### config.mk
export PLATFORM = sky130hd
export DESIGN_NAME = id_token_ctrl
export DESIGN_NICKNAME = d
export VERILOG_FILES = /design/src/rtl/id_pkg.sv /design/src/rtl/id_char_class.sv /design/src/rtl/id_token_ctrl.sv
export SDC_FILE = /design/constraint.sdc
export NUM_CORES = 1
export LEC_CHECK = 0
export ABC_AREA = 0
export CAP_MARGIN = 30
export CORE_UTILIZATION = 40
export DETAILED_ROUTE_END_ITERATION = 8
export GPL_TIMING_DRIVEN = 1
export PLACE_DENSITY = 0.65
export SYNTH_ARGS = -nofsm -noshare
export SYNTH_HDL_FRONTEND = slang
export SYNTH_HIERARCHICAL = 1
export SYNTH_SLANG_ARGS = --single-unit
### constraint.sdc
create_clock -name i_clk -period 3.9 [get_ports i_clk]
set_clock_uncertainty 0.2 [all_clocks]
set_input_delay 1.17 -clock i_clk [delete_from_list [all_inputs] [get_ports i_clk]]
set_output_delay 1.17 -clock i_clk [all_outputs]
set_load 0.05 [all_outputs]
### src/rtl/id_pkg.sv
// Shared types and constants for the identifier token controller.
package id_pkg;

    typedef enum logic [1:0] {
        CC_LETTER = 2'd0,
        CC_DIGIT  = 2'd1,
        CC_DELIM  = 2'd2
    } char_class_t;

    // Tokeniser states: S_DIGIT means "started with a letter, last char was a digit".
    localparam logic [1:0] S_IDLE  = 2'd0;
    localparam logic [1:0] S_ALPHA = 2'd1;
    localparam logic [1:0] S_DIGIT = 2'd2;
    localparam logic [1:0] S_BAD   = 2'd3;

    localparam logic [7:0] ASCII_0    = 8'h30;
    localparam logic [7:0] ASCII_9    = 8'h39;
    localparam logic [7:0] ASCII_UC_A = 8'h41;
    localparam logic [7:0] ASCII_UC_Z = 8'h5A;
    localparam logic [7:0] ASCII_LC_A = 8'h61;
    localparam logic [7:0] ASCII_LC_Z = 8'h7A;

    function automatic logic inRange(input logic [7:0] c, input logic [7:0] lo, input logic [7:0] hi);
        return (c >= lo) && (c <= hi);
    endfunction

endpackage

### src/rtl/id_char_class.sv
// Combinational ASCII classifier: letter, digit or delimiter.
module id_char_class
    import id_pkg::*;
(
    input  logic [7:0]  i_char,
    output char_class_t o_class
);

    always_comb begin
        o_class = CC_DELIM;
        if (inRange(i_char, ASCII_0, ASCII_9)) begin
            o_class = CC_DIGIT;
        end else if (inRange(i_char, ASCII_UC_A, ASCII_UC_Z) ||
                     inRange(i_char, ASCII_LC_A, ASCII_LC_Z)) begin
            o_class = CC_LETTER;
        end
    end

endmodule

### src/rtl/id_token_ctrl.sv
// Splits a character stream into alnum tokens and reports, per token, whether it is
// an identifier (starts with a letter, ends with a digit) plus its saturating length.
module id_token_ctrl
    import id_pkg::*;
#(
    parameter int LEN_W = 8,
    parameter int CNT_W = 16
) (
    input  logic             i_clk,
    input  logic             i_reset,
    input  logic             i_in_valid,
    input  logic [7:0]       i_in_char,
    input  logic             i_in_last,
    output logic             o_in_ready,
    output logic             o_tok_valid,
    output logic             o_tok_is_id,
    output logic [LEN_W-1:0] o_tok_len,
    input  logic             i_tok_ready,
    output logic [CNT_W-1:0] o_tok_count,
    output logic [CNT_W-1:0] o_id_count,
    input  logic             i_clear,
    output logic             o_busy
);

    localparam logic [LEN_W-1:0] LEN_MAX = '1;
    localparam logic [LEN_W-1:0] LEN_ONE = LEN_W'(1);

    logic [1:0]       r_state;
    logic [LEN_W-1:0] r_len;
    logic             r_tokValid;
    logic             r_tokIsId;
    logic [LEN_W-1:0] r_tokLen;
    logic [CNT_W-1:0] r_tokCount;
    logic [CNT_W-1:0] r_idCount;

    char_class_t      w_class;
    logic             w_accept;
    logic             w_isAlnum;
    logic [LEN_W-1:0] w_lenInc;
    logic [1:0]       w_appState;
    logic [LEN_W-1:0] w_appLen;
    logic             w_close;
    logic             w_closeIsId;
    logic [LEN_W-1:0] w_closeLen;
    logic [1:0]       w_nextState;
    logic [LEN_W-1:0] w_nextLen;

    id_char_class u_charClass (
        .i_char  (i_in_char),
        .o_class (w_class)
    );

    assign o_in_ready = !r_tokValid || i_tok_ready;
    assign w_accept   = i_in_valid && o_in_ready;
    assign w_isAlnum  = (w_class != CC_DELIM);
    assign w_lenInc   = (r_len == LEN_MAX) ? LEN_MAX : r_len + LEN_ONE;

    // State and length the token would have after appending the current alnum char.
    always_comb begin
        w_appState = r_state;
        w_appLen   = w_lenInc;
        case (r_state)
            S_IDLE: begin
                w_appLen   = LEN_ONE;
                w_appState = (w_class == CC_DIGIT) ? S_BAD : S_ALPHA;
            end
            S_ALPHA, S_DIGIT: begin
                w_appState = (w_class == CC_DIGIT) ? S_DIGIT : S_ALPHA;
            end
            default: begin
                w_appState = S_BAD;
            end
        endcase
    end

    always_comb begin
        w_close     = 1'b0;
        w_closeIsId = 1'b0;
        w_closeLen  = r_len;
        w_nextState = r_state;
        w_nextLen   = r_len;
        if (w_accept) begin
            if (w_isAlnum && i_in_last) begin
                w_close     = 1'b1;
                w_closeIsId = (w_appState == S_DIGIT);
                w_closeLen  = w_appLen;
                w_nextState = S_IDLE;
                w_nextLen   = '0;
            end else if (w_isAlnum) begin
                w_nextState = w_appState;
                w_nextLen   = w_appLen;
            end else if (r_state != S_IDLE) begin
                w_close     = 1'b1;
                w_closeIsId = (r_state == S_DIGIT);
                w_closeLen  = r_len;
                w_nextState = S_IDLE;
                w_nextLen   = '0;
            end
        end
    end

    always_ff @(posedge i_clk or posedge i_reset) begin
        if (i_reset) begin
            r_state <= S_IDLE;
            r_len   <= '0;
        end else begin
            r_state <= w_nextState;
            r_len   <= w_nextLen;
        end
    end

    // A close can only happen when the slot is free or being handed off this cycle.
    always_ff @(posedge i_clk or posedge i_reset) begin
        if (i_reset) begin
            r_tokValid <= 1'b0;
            r_tokIsId  <= 1'b0;
            r_tokLen   <= '0;
        end else if (w_close) begin
            r_tokValid <= 1'b1;
            r_tokIsId  <= w_closeIsId;
            r_tokLen   <= w_closeLen;
        end else if (i_tok_ready) begin
            r_tokValid <= 1'b0;
        end
    end

    always_ff @(posedge i_clk or posedge i_reset) begin
        if (i_reset) begin
            r_tokCount <= '0;
            r_idCount  <= '0;
        end else if (i_clear) begin
            r_tokCount <= '0;
            r_idCount  <= '0;
        end else if (w_close) begin
            r_tokCount <= r_tokCount + CNT_W'(1);
            if (w_closeIsId) begin
                r_idCount <= r_idCount + CNT_W'(1);
            end
        end
    end

    assign o_tok_valid = r_tokValid;
    assign o_tok_is_id = r_tokIsId;
    assign o_tok_len   = r_tokLen;
    assign o_tok_count = r_tokCount;
    assign o_id_count  = r_idCount;
    assign o_busy      = (r_state != S_IDLE) || r_tokValid;

endmodule

==> impl_metrics.env <==
export IMPL_fmax_ghz=0.2794
export IMPL_drc=0
export IMPL_min_period_ps=3579
export IMPL_dp_hpwl_microns=4891
export IMPL_yosysTopAreaCell="dfrtp_1"
export IMPL_io_pins=58
export IMPL_crit_slowest_cell="or4_1"
export IMPL_synth_edf_count=0
export IMPL_reg2reg_from="r_state[0]$_DFFE_PP0P_"
export IMPL_cts_buffer_depth=2
export IMPL_final_nets=389
export IMPL_die_w_microns=87.48
export IMPL_synth_top_cells_by_area="dfrtp_1 45%, xnor2_1 7.5%, nor2_1 5.5%, nand2_1 3.7%, a21oi_1 3.1%"
export IMPL_synth_top_area_share_pct=44.52
export IMPL_finalHoldViolCount=0
export IMPL_drive_gt1_share_pct=10.54
export IMPL_port_buffer_count=57
export IMPL_via_count=2453
export IMPL_synth_async_sr_flop_share_pct=100.0
export IMPL_slowest_delay_ps=570
export IMPL_cts_resized=0
export IMPL_drtIter0Drc=90
export IMPL_finalWirelength_microns=6715
export IMPL_cts_inserted_buffers=5
export IMPL_initial_core_util_pct=42.09
export IMPL_syn_to_final_growth_pct=29.11
export IMPL_ctsHtreeMaxLevel=2
export IMPL_min_path_type="reg -> reg"
export IMPL_cts_root_buf="clkbuf_8"
export IMPL_vdd_drop_max_v=0.0001768
export IMPL_crit_type="in -> reg"
export IMPL_slew_violations=0
export IMPL_synth_fp_nets=326
export IMPL_wl_per_cell_microns=14.41
export IMPL_setup_tns_final_ps=0
export IMPL_ys_ff_latch=52
export IMPL_clk_pin_slew_ps=90
export IMPL_start_kind="primary input"
export IMPL_design_die_area_sq_um=7653
export IMPL_globalplace_congestion=0.8404
export IMPL_setup_viol_count_final=0
export IMPL_seq_area_frac_synth_pct=44.52
export IMPL_synthFlopType="dfrtp_1"
export IMPL_yosys_warnings=6
export IMPL_clock_sinks=52
export IMPL_drt_first_pass_iters=4
export IMPL_path_cells="clkdlybuf4s50_1, o21ai_1, a21oi_1, or4_1, nand2b_1, o32a_4, nor4b_1, xnor2_1, nor2_1"
export IMPL_core_region_area_sq_um=6944
export IMPL_met1_length_microns=3172
export IMPL_slew_headroom_pct=65.73
export IMPL_status="finished, final reports clean"
export IMPL_hold_worst_slack_ps=286.3
export IMPL_min_delay_start="o_tok_len[2]$_DFFE_PP0P_"
export IMPL_n_antenna_cell=0
export IMPL_cts_hold_buf=0
export IMPL_std_cell_rows=30
export IMPL_vias_per_cell=5.264
export IMPL_syn_avg_cell_area_sq_um=9.552
export IMPL_critPathMaxFanout=15
export IMPL_die_h_microns=87.48
export IMPL_min_period_over_period_pct=91.76
export IMPL_insertion_delay_ps=300
export IMPL_grt_pass1_wl_microns=11740
export IMPL_routed_wl_met3_microns=204
export IMPL_final_antenna_net_count=0
export IMPL_layoutNonFillerInstCount=466
export IMPL_antenna_found_initial=0
export IMPL_p_leak_nw=1.481
export IMPL_synth_cell_types=46
export IMPL_post_cts_buffers=0
export IMPL_routed_top_layer="met4"
export IMPL_grt_total_usage_pct=19.60
export IMPL_syn_inst=306
export IMPL_power_density_nw_per_um2=394.7
export IMPL_grt_pass1_vias=2470
export IMPL_routed_wl_met2_microns=3290
export IMPL_maxCapViolCount=0
export IMPL_cp_data_arrival_time_ps=3570
export IMPL_cts_tree="built"
export IMPL_startpoint="i_in_char[0]"
export IMPL_rsz0062_at_grt="no"
export IMPL_grt_max_degree=33
export IMPL_fin_util_pct=54.34
export IMPL_tightest_slew_ps=512.5
export IMPL_dpl_cell_count=458
export IMPL_grt_overflow=0
export IMPL_crit_path_end_kind="flip-flop"
export IMPL_synthesis_area_sq_um=2923
export IMPL_worstPathRequired_ps=3890
cell usage in the layout, fill, tap and decap left out, types with 3 or more instances in the layout:
cell / count
a21o_1: 3
inv_1: 7
nand4_1: 8
clkdlybuf4s50_1: 56
ha_1: 6
nor4_1: 6
buf_4: 13
nor4_2: 3
o21ai_0: 13
nand2b_1: 6
nor3_2: 4
xnor2_1: 25
nand2_1: 29
nor3_1: 4
a22o_1: 4
a21oi_1: 18
nor4b_1: 3
nand3_1: 11
dfrtp_1: 52
clkbuf_8: 7
and3_1: 6
and4_1: 5
nor2_1: 43
a31oi_1: 4
area by class of cell:
| class | instances | area, sq um |
|---|---|---|
| Timing Repair Buffer | 70 | 678.2 |
| Clock buffer | 7 | 96.34 |
| Clock inverter | 1 | 30.03 |
| Multi-Input combinational cell | 232 | 1518 |
| Sequential cell | 52 | 1301 |
| Fill cell | 632 | 3171 |
| Tap cell | 96 | 120.1 |
| Inverter | 8 | 30.03 |
stage by stage:
step,cell area [sq um],power [mW],setup WS [ps]
finish,3774,1.489,321.4
global route,3774,1.566,138.7
CTS,3774,1.506,311.7
detailed placement,3647,1.098,7.895
global placement,3647,1.091,84.20
floorplan,2923,0.9331,621.8
flip-flops by register name, indices dropped and copies added (netlist names):
name	cells
o_id_count	16
o_tok_count	16
o_tok_len	8
r_len	8
r_state	2
o_tok_is_id	1
o_tok_valid	1
worst max-delay path, delay by kind of cell:
kind / cells / cell delay [ps]
buf+inv: 1 / 430
compound gates: 3 / 560
simple gates: 4 / 1240
xor+xnor: 1 / 160
cells in the mapped netlist (3+ instances only):
cell type  count
a21o_1         3
a21oi_1       18
a22o_1         4
a31oi_1        4
and3_1         6
and4_1         5
buf_2          5
clkbuf_1       7
dfrtp_1       52
ha_1           6
inv_1          8
nand2_1       29
nand2b_1       6
nand3_1       11
nand4_1        8
nor2_1        43
nor3_1         4
nor3_2         4
nor4_1         6
nor4_2         3
nor4b_1        3
o21ai_0       13
xnor2_1       25
routing by layer:
layer	global-route usage, %	vias to the layer above
met5	0	-
met4	4.173	0
met1	25.87	1196
met2	33.31	37
li1	-	1216
met3	3.886	4
worst paths after layout:
kind	endpoint	slack, ps	cells past startpoint
max in group asynchronous	o_id_count[11]$_DFFE_PP0P_	2010	3
min in group asynchronous	o_tok_len[6]$_DFFE_PP0P_	920	2
worst min-delay path	o_tok_len[2]$_DFFE_PP0P_	290	2
worst min register to register	o_tok_len[2]$_DFFE_PP0P_	290	2
worst max register to register	o_id_count[10]$_DFFE_PP0P_	1540	7
worst max-delay path	o_id_count[10]$_DFFE_PP0P_	320	9
where the power goes:
group / switching, mW / internal [mW]
clock: 0.180 / 0.227
combinational: 0.303 / 0.163
sequential: 0.0331 / 0.584
total: 0.515 / 0.974
cells by family (layout without fill, tap and decap cells):
kind of cell | Yosys count | count (layout) | synth area share [%]
and+or+nand+nor | 144 | 144 | 28.47
xor gates and xnor gates | 27 | 27 | 8.091
adders and majority gates | 6 | 6 | 2.568
DFF | 52 | 52 | 44.52
AOI/OAI and AO/OA | 53 | 53 | 12.12
buffers and inverters | 22 | 86 | 3.553
muxes | 2 | 2 | 0.6850
No activity file was read; power rests on OpenSTA's default activity.
